===== src/rtl/envelope_vca.sv =====
`default_nettype none
// ============================================================================
// Module   : envelope_vca
// Purpose  : Amplitude stage placed after the ADSR envelope generator. It
//            multiplies a signed oscillator sample stream by an unsigned 8-bit
//            envelope level. To avoid audible clicks, a new gain is taken up
//            only when the sample crosses zero. If no crossing happens within
//            ZC_TIMEOUT accepted samples, the update is forced anyway.
//            The datapath is a two-stage valid/ready pipeline that drives the
//            voice mixer.
// Ports    : clk          - system clock (posedge)
//            rst_b        - asynchronous active-low reset
//            sample_in    - signed oscillator sample (SAMPLE_W bits)
//            sample_valid - sample_in valid
//            sample_ready - stage can accept sample_in this cycle
//            env_value    - unsigned envelope level (8 bits)
//            env_busy     - envelope active
//            sample_out   - signed scaled sample (SAMPLE_W bits)
//            out_valid    - sample_out valid
//            out_ready    - downstream accepts sample_out
//            active       - voice still producing/holding sound
// Revision : 1.0 - initial release
// ============================================================================
module envelope_vca #(
  parameter int SAMPLE_W   = 16,
  parameter int ZC_TIMEOUT = 64
) (
  input  logic                clk,
  input  logic                rst_b,
  input  logic [SAMPLE_W-1:0] sample_in,
  input  logic                sample_valid,
  output logic                sample_ready,
  input  logic [7:0]          env_value,
  input  logic                env_busy,
  output logic [SAMPLE_W-1:0] sample_out,
  output logic                out_valid,
  input  logic                out_ready,
  output logic                active
);

  localparam int                CNT_W    = (ZC_TIMEOUT > 1) ? $clog2(ZC_TIMEOUT) : 1;
  localparam logic [CNT_W-1:0]  CNT_LAST = CNT_W'(ZC_TIMEOUT - 1);

  typedef enum logic [1:0] {
    ST_MUTED    = 2'd0,
    ST_TRACKING = 2'd1,
    ST_FADING   = 2'd2
  } state_t;

  state_t              state_q, state_d;
  logic [7:0]          gain_q, gain_d;
  logic [SAMPLE_W-1:0] prev_q;
  logic [CNT_W-1:0]    zc_cnt_q;

  logic                s1_v_q;
  logic [SAMPLE_W-1:0] s1_sample_q;
  logic [7:0]          s1_gain_q;
  logic                s2_v_q;
  logic [SAMPLE_W-1:0] s2_out_q;

  logic                s2_load;
  logic                s1_load;
  logic                accept;
  logic                zc;
  logic                timeout;
  logic                upd;
  logic [7:0]          target;
  logic [7:0]          gain_used;

  logic signed [SAMPLE_W+8:0] prod;
  logic [SAMPLE_W-1:0]        prod_sh;
  logic                       unused_prod_bits;

  // Each stage loads when it is empty or when the stage after it loads.
  // This gives full throughput without bubbles.
  assign s2_load      = !s2_v_q || out_ready;
  assign s1_load      = !s1_v_q || s2_load;
  assign sample_ready = rst_b && (!s1_v_q || !s2_v_q || out_ready);
  assign accept       = sample_valid && sample_ready;

  // A sample counts as a zero crossing when it is exactly zero or its sign
  // differs from the previous accepted sample.
  assign zc      = (sample_in == '0) || (sample_in[SAMPLE_W-1] != prev_q[SAMPLE_W-1]);
  assign timeout = (zc_cnt_q == CNT_LAST);
  assign upd     = accept && (zc || timeout);

  assign target    = env_busy ? env_value : 8'd0;
  // The sample that triggers an update already uses the new gain.
  assign gain_used = upd ? target : gain_q;

  // Gain state machine. Once the envelope has released, FADING keeps the old
  // gain until the next update event, which writes zero.
  always_comb begin
    state_d = state_q;
    gain_d  = gain_q;
    if (upd) begin
      gain_d = target;
    end
    case (state_q)
      ST_MUTED: begin
        if (env_busy) state_d = ST_TRACKING;
      end
      ST_TRACKING: begin
        if (!env_busy) state_d = ST_FADING;
      end
      ST_FADING: begin
        if (env_busy)  state_d = ST_TRACKING;
        else if (upd)  state_d = ST_MUTED;
      end
      default: state_d = ST_MUTED;
    endcase
  end

  always_ff @(posedge clk or negedge rst_b) begin
    if (!rst_b) begin
      state_q <= ST_MUTED;
      gain_q  <= 8'd0;
    end else begin
      state_q <= state_d;
      gain_q  <= gain_d;
    end
  end

  always_ff @(posedge clk or negedge rst_b) begin
    if (!rst_b) begin
      prev_q   <= '0;
      zc_cnt_q <= '0;
    end else if (accept) begin
      prev_q   <= sample_in;
      zc_cnt_q <= (zc || timeout) ? '0 : zc_cnt_q + CNT_W'(1);
    end
  end

  // Both operands are widened to the full product width, so the multiply is
  // signed with no truncation. The gain is treated as unsigned by a zero MSB.
  assign prod = $signed({{9{s1_sample_q[SAMPLE_W-1]}}, s1_sample_q}) *
                $signed({{SAMPLE_W{1'b0}}, 1'b0, s1_gain_q});
  // An arithmetic shift right by 8 is a floor divide by 256. Because
  // gain <= 255, the result always fits in SAMPLE_W bits.
  assign prod_sh          = prod[SAMPLE_W+7:8];
  assign unused_prod_bits = ^{prod[SAMPLE_W+8], prod[7:0]};

  always_ff @(posedge clk or negedge rst_b) begin
    if (!rst_b) begin
      s1_v_q      <= 1'b0;
      s1_sample_q <= '0;
      s1_gain_q   <= 8'd0;
      s2_v_q      <= 1'b0;
      s2_out_q    <= '0;
    end else begin
      if (s1_load) begin
        s1_v_q <= accept;
        if (accept) begin
          s1_sample_q <= sample_in;
          s1_gain_q   <= gain_used;
        end
      end
      if (s2_load) begin
        s2_v_q <= s1_v_q;
        if (s1_v_q) s2_out_q <= prod_sh;
      end
    end
  end

  assign sample_out = s2_out_q;
  assign out_valid  = s2_v_q;
  // Gated by reset so the voice reports idle immediately, even if env_busy is high.
  assign active     = rst_b && (env_busy || (gain_q != 8'd0) || s1_v_q || s2_v_q);

endmodule
`default_nettype wire


===== config.mk =====
export PLATFORM = sky130hd
export DESIGN_NAME = envelope_vca
export DESIGN_NICKNAME = d
export VERILOG_FILES = /design/src/rtl/envelope_vca.sv
export SDC_FILE = /design/constraint.sdc
export NUM_CORES = 1
export LEC_CHECK = 0
export BUFFER_PORTS_ARGS = -buffer_cell sky130_fd_sc_hd__buf_2
export CORE_MARGIN = 3
export CORE_UTILIZATION = 40
export CTS_CLUSTER_DIAMETER = 40
export DETAILED_ROUTE_END_ITERATION = 10
export PLACE_DENSITY_LB_ADDON = 0.05
export SLEW_MARGIN = 20
export SYNTH_ARGS = -nofsm -noshare
export SYNTH_HDL_FRONTEND = slang
export SYNTH_SLANG_ARGS = --single-unit

===== constraint.sdc =====
create_clock -name clk -period 6.2 [get_ports clk]
set_input_delay 0.31 -clock clk [delete_from_list [all_inputs] [get_ports clk]]
set_output_delay 0.31 -clock clk [all_outputs]
set_load 0.005 [all_outputs]

Word-level counts from Yosys, hierarchy flattened

Cells that the tools add are included.
Widths: inputs -> output; s select.

Add/subtract/negate cells: 1
$mul: 1
Equal/unequal tests: 2
Muxes and demuxes: 3
Reductions and logical operators: 19

Operator list:

| kind                | number |
|---|---|
| $mul 16x9->24       | 1 |
| $logic_not 16->1    | 1 |
| $mux 8              | 2 |
| $logic_or 1x1->1    | 9 |
| $reduce_bool 8->1   | 1 |
| $add 6x1->6 const B | 1 |
| $eq 6x6->1 const B  | 1 |
| $mux 6              | 1 |
| $logic_and 1x1->1   | 4 |
| $reduce_and 2->1    | 2 |
| $logic_not 1->1     | 2 |
| $ne 1x1->1          | 1 |

Flip-flop bits (word level): 72
Output and inout bits: 19
Word-level logic and storage cells: 34

Longest topological paths before layout

Depth in word-level cells: 7
Gate-level depth with buffers: 19

Worst setup path after synthesis

No wires, ideal clock.

Path type: register to register
Start point: register s1_gain_q[2]
End point: register s2_out_q[14] (netlist: sample_out[14])
Library setup time: 0.139 ns
Data arrival time: 4.461 ns
Required time: 6.061 ns
Slack: 1.600 ns
Cell stages (with the launch flop): 18
Buffers on the path: 2
Cells stage by stage: dfrtp_1 -> clkbuf_1 -> clkbuf_1 -> nand2_1 -> fa_1 -> inv_1 -> fa_1 -> inv_1 -> fa_1 -> fa_1 -> inv_1 -> ha_1 -> and3_1 -> a221oi_1 -> o21ai_0 -> mux2i_1 -> a21oi_1 -> o311ai_1

Word-level cells in the longest chain between the ends: 1

RTL lines:

| item                   | line | RTL |
|---|---|---|
| from (decl)            | 57   | `logic [7:0] s1_gain_q;` |
| from (signal assigned) | 155  | `s1_gain_q <= gain_used;` |
| $mul 16x9->24          | 136  | `assign prod = $signed({{9{s1_sample_q[SAMPLE_W-1]}}, s1_sample_q}) *` |
| to (signal assigned)   | 160  | `if (s1_v_q) s2_out_q <= prod_sh;` |
| to (decl)              | 59   | `logic [SAMPLE_W-1:0] s2_out_q;` |

Every way passes these cells.
A chain may end at the register's enable or synchronous reset.

Worst setup path after layout

Start point: register s1_gain_q[0]
End point: register s2_out_q[14] (netlist: sample_out[14])

The elaborated chain is that of the path after synthesis.

==> metrics.txt <==
Root Driver clkbuf_16; Post-synth EDFFs 0; GP Congestion 0.849; Ys Warns 0; WL per Instance 15.1 µm; Die Wd 137 µm; Worst-path clk slew 0.06 ns; met1 Use GR 0.241; CP Class reg2reg; Nets 974; fin crit share 0.820; via count 5149; PortBufs 47; nature of the critical path endpoint register; postcts setup bufs 0; Worst EP required 6.40 ns; Layout fillers 1735; Least-Margin Pin Slew 0.782 ns; sequential cell area 0.00143 mm²; GRT Max-Usage Layer met2; CTS Hold Bufs 0; Ant. Diodes 0; area added between synthesis and finish 9.62%; RSZ-0062 raised after global routing no; Post-Route WL 15500 µm; Avg Inst Size Synth 8.79 µm²; startpoint types register; Distinct cells, synth 54; fin. max-slew vios 0; first-pass GRT wire length 27500 µm; Post-synth ARST share 1.00; post-cts resize count 0; vias in the first global route 5537; clk buf depth 2; final setup fails 0; Max Cap Violations 0; status finished clean; initial antenna violation count 0; CTS tree built; CP max FO 16; count of final hold-check violations 0; core box area 0.0167 mm²; die height 137 µm; met3 GRT Util 0.0309; # rows 47; Clk Latency, worst-skew pair 0.33 ns; Tmin final 5.08 ns; Slew HR 0.478; Clock Skew 0.00783 ns; Overflow after GRT 0; post-route ant nets 0; Post-Route Setup TNS 0 ns; Crit path arrival time 5.28 ns; Primary FF master, synth dfrtp_1; Vias/cell 5.02; Num CTS Buffers 9; Post-Synthesis Cells 780; Initial DRC Count 253; share of cells above drive strength 1 0.0943; Multi-input gate area 0.00470 mm²; grt met2 use 0.322; H-tree levels 3; Pre-antenna DRT Iters 4; HP Class in2reg; sequential share of the synthesized area 0.208; drt drc 0; syn_nets 952; HPWL after detailed placement 12600 µm; highest achievable clock rate 197 MHz; register bit total from synthesis 57; Sink Count 57; I/O pin total 48; largest net degree at the start of global routing 60; cell area after synthesis 0.00686 mm²; Initial Utilization 0.410; die area 0.0187 mm²; gr usage total 0.187
[metrics by stage]
step                      cells   util  cell area, µm²  setup slack [ns]  hold slack (ns)
after global placement     1011  0.432            7220              1.11            0.464
after detailed placement   1011  0.432            7220              1.07            0.463
after global routing       1026  0.450            7510             0.662            0.184
after CTS                  1026  0.450            7510              1.07            0.162
final                      1026  0.450            7510              1.12            0.180
after floorplan             780      -            6860              1.60           0.0144
[cells in the final DEF, fill, tap and decap left out, types with 4 or more instances in the layout]
cell / instances
clkbuf_16: 9
mux2_2: 8
nand2_1: 166
dfrtp_1: 57
o21ai_0: 8
buf_2: 47
nand4_1: 7
mux2i_1: 10
xor2_1: 5
o31ai_1: 6
ha_1: 44
o21ai_1: 11
nor2_1: 6
nor4_1: 5
a21oi_1: 14
inv_1: 151
xnor2_1: 11
nand3_1: 9
fa_1: 99
nor3_1: 8
a31oi_1: 4
and2_1: 57
a21o_1: 11
[synthesized netlist by cell type, types with 3 or more instances]
library cell / number / area share
fa_1: 99 / 0.29
nor2_1: 6 / 0.0033
o21a_1: 3 / 0.0033
o21ai_0: 8 / 0.0058
o31ai_1: 6 / 0.0066
a21oi_1: 14 / 0.010
nand2b_1: 3 / 0.0027
o211ai_1: 3 / 0.0033
nor3_1: 8 / 0.0058
and3_1: 4 / 0.0036
a31oi_1: 4 / 0.0036
mux2i_1: 10 / 0.015
ha_1: 44 / 0.080
mux2_2: 8 / 0.013
nor4_1: 5 / 0.0046
dfrtp_1: 57 / 0.21
inv_1: 151 / 0.083
and2_1: 57 / 0.052
o21ai_1: 11 / 0.0080
xor2_1: 5 / 0.0064
nand3_1: 9 / 0.0066
o21bai_1: 3 / 0.0033
xnor2_1: 11 / 0.014
a21o_1: 11 / 0.012
clkbuf_1: 35 / 0.019
nand4_1: 7 / 0.0064
nand2_1: 166 / 0.091
[logic make-up (layout without fill, tap and decap cells)]
logic type	after synthesis	after routing	synth area share
AND/OR/NAND/NOR	277	277	0.191
adder cells (fa/ha/maj)	143	143	0.369
flip-flops	57	57	0.208
multiplexers	18	18	0.0277
XOR/XNOR	16	16	0.0204
AO/OA/AOI/OAI	80	80	0.0776
buffers and inverters	189	215	0.106
[area by class of cell]
class	instances	area share
Multi-Input combinational cell	534	0.626
Timing Repair Buffer	49	0.0333
Tap cell	220	0.0366
Clock buffer	9	0.0300
Sequential cell	57	0.190
Inverter	151	0.0754
Clock inverter	6	0.00899
[worst max-delay path, cell delays in order (launching register included)]
cell and delay (ns):
dfrtp_1 0.68, nand2_1 0.26, fa_1 0.69, inv_1 0.13, fa_1 0.55, inv_1 0.10, fa_1 0.52, fa_1 0.54
inv_1 0.04, ha_1 0.37, and3_1 0.23, a221oi_1 0.23, o21ai_0 0.21, mux2i_1 0.16, a21oi_1 0.13, o311ai_1 0.10
[layer usage]
metal	part of all wire	routed length (µm)	vias to the layer above
met3	0.034	523	18
met4	0.020	316	0
met5	0	0	-
met1	0.45	6950	2584
met2	0.50	7730	89
li1	-	-	2458
[final timing paths]
kind / startpoint / to / slack, ns / depth (start not counted)
setup / recovery: s1_gain_q[0] / sample_out[14] / 1.12 / 15
hold / removal: sample_in[11] / s1_sample_q[11] / 0.18 / 3
setup reg to reg: s1_gain_q[0] / sample_out[14] / 1.12 / 15
hold reg to reg: sample_out[15] / sample_out[15] / 0.47 / 2
max in group asynchronous: rst_b / s1_gain_q[5] / 5.45 / 2
min in group asynchronous: rst_b / sample_out[0] / 0.24 / 2
[registers in the layout, indices dropped and copies added, names as in the netlist]
name / cells
gain_q: 8
out_valid: 1
prev_q: 1
s1_gain_q: 8
s1_sample_q: 16
s1_v_q: 1
sample_out: 16
zc_cnt_q: 6
Power is not shown: default switching activity piles up to over one toggle a cycle in this logic, so the estimate is an artifact.
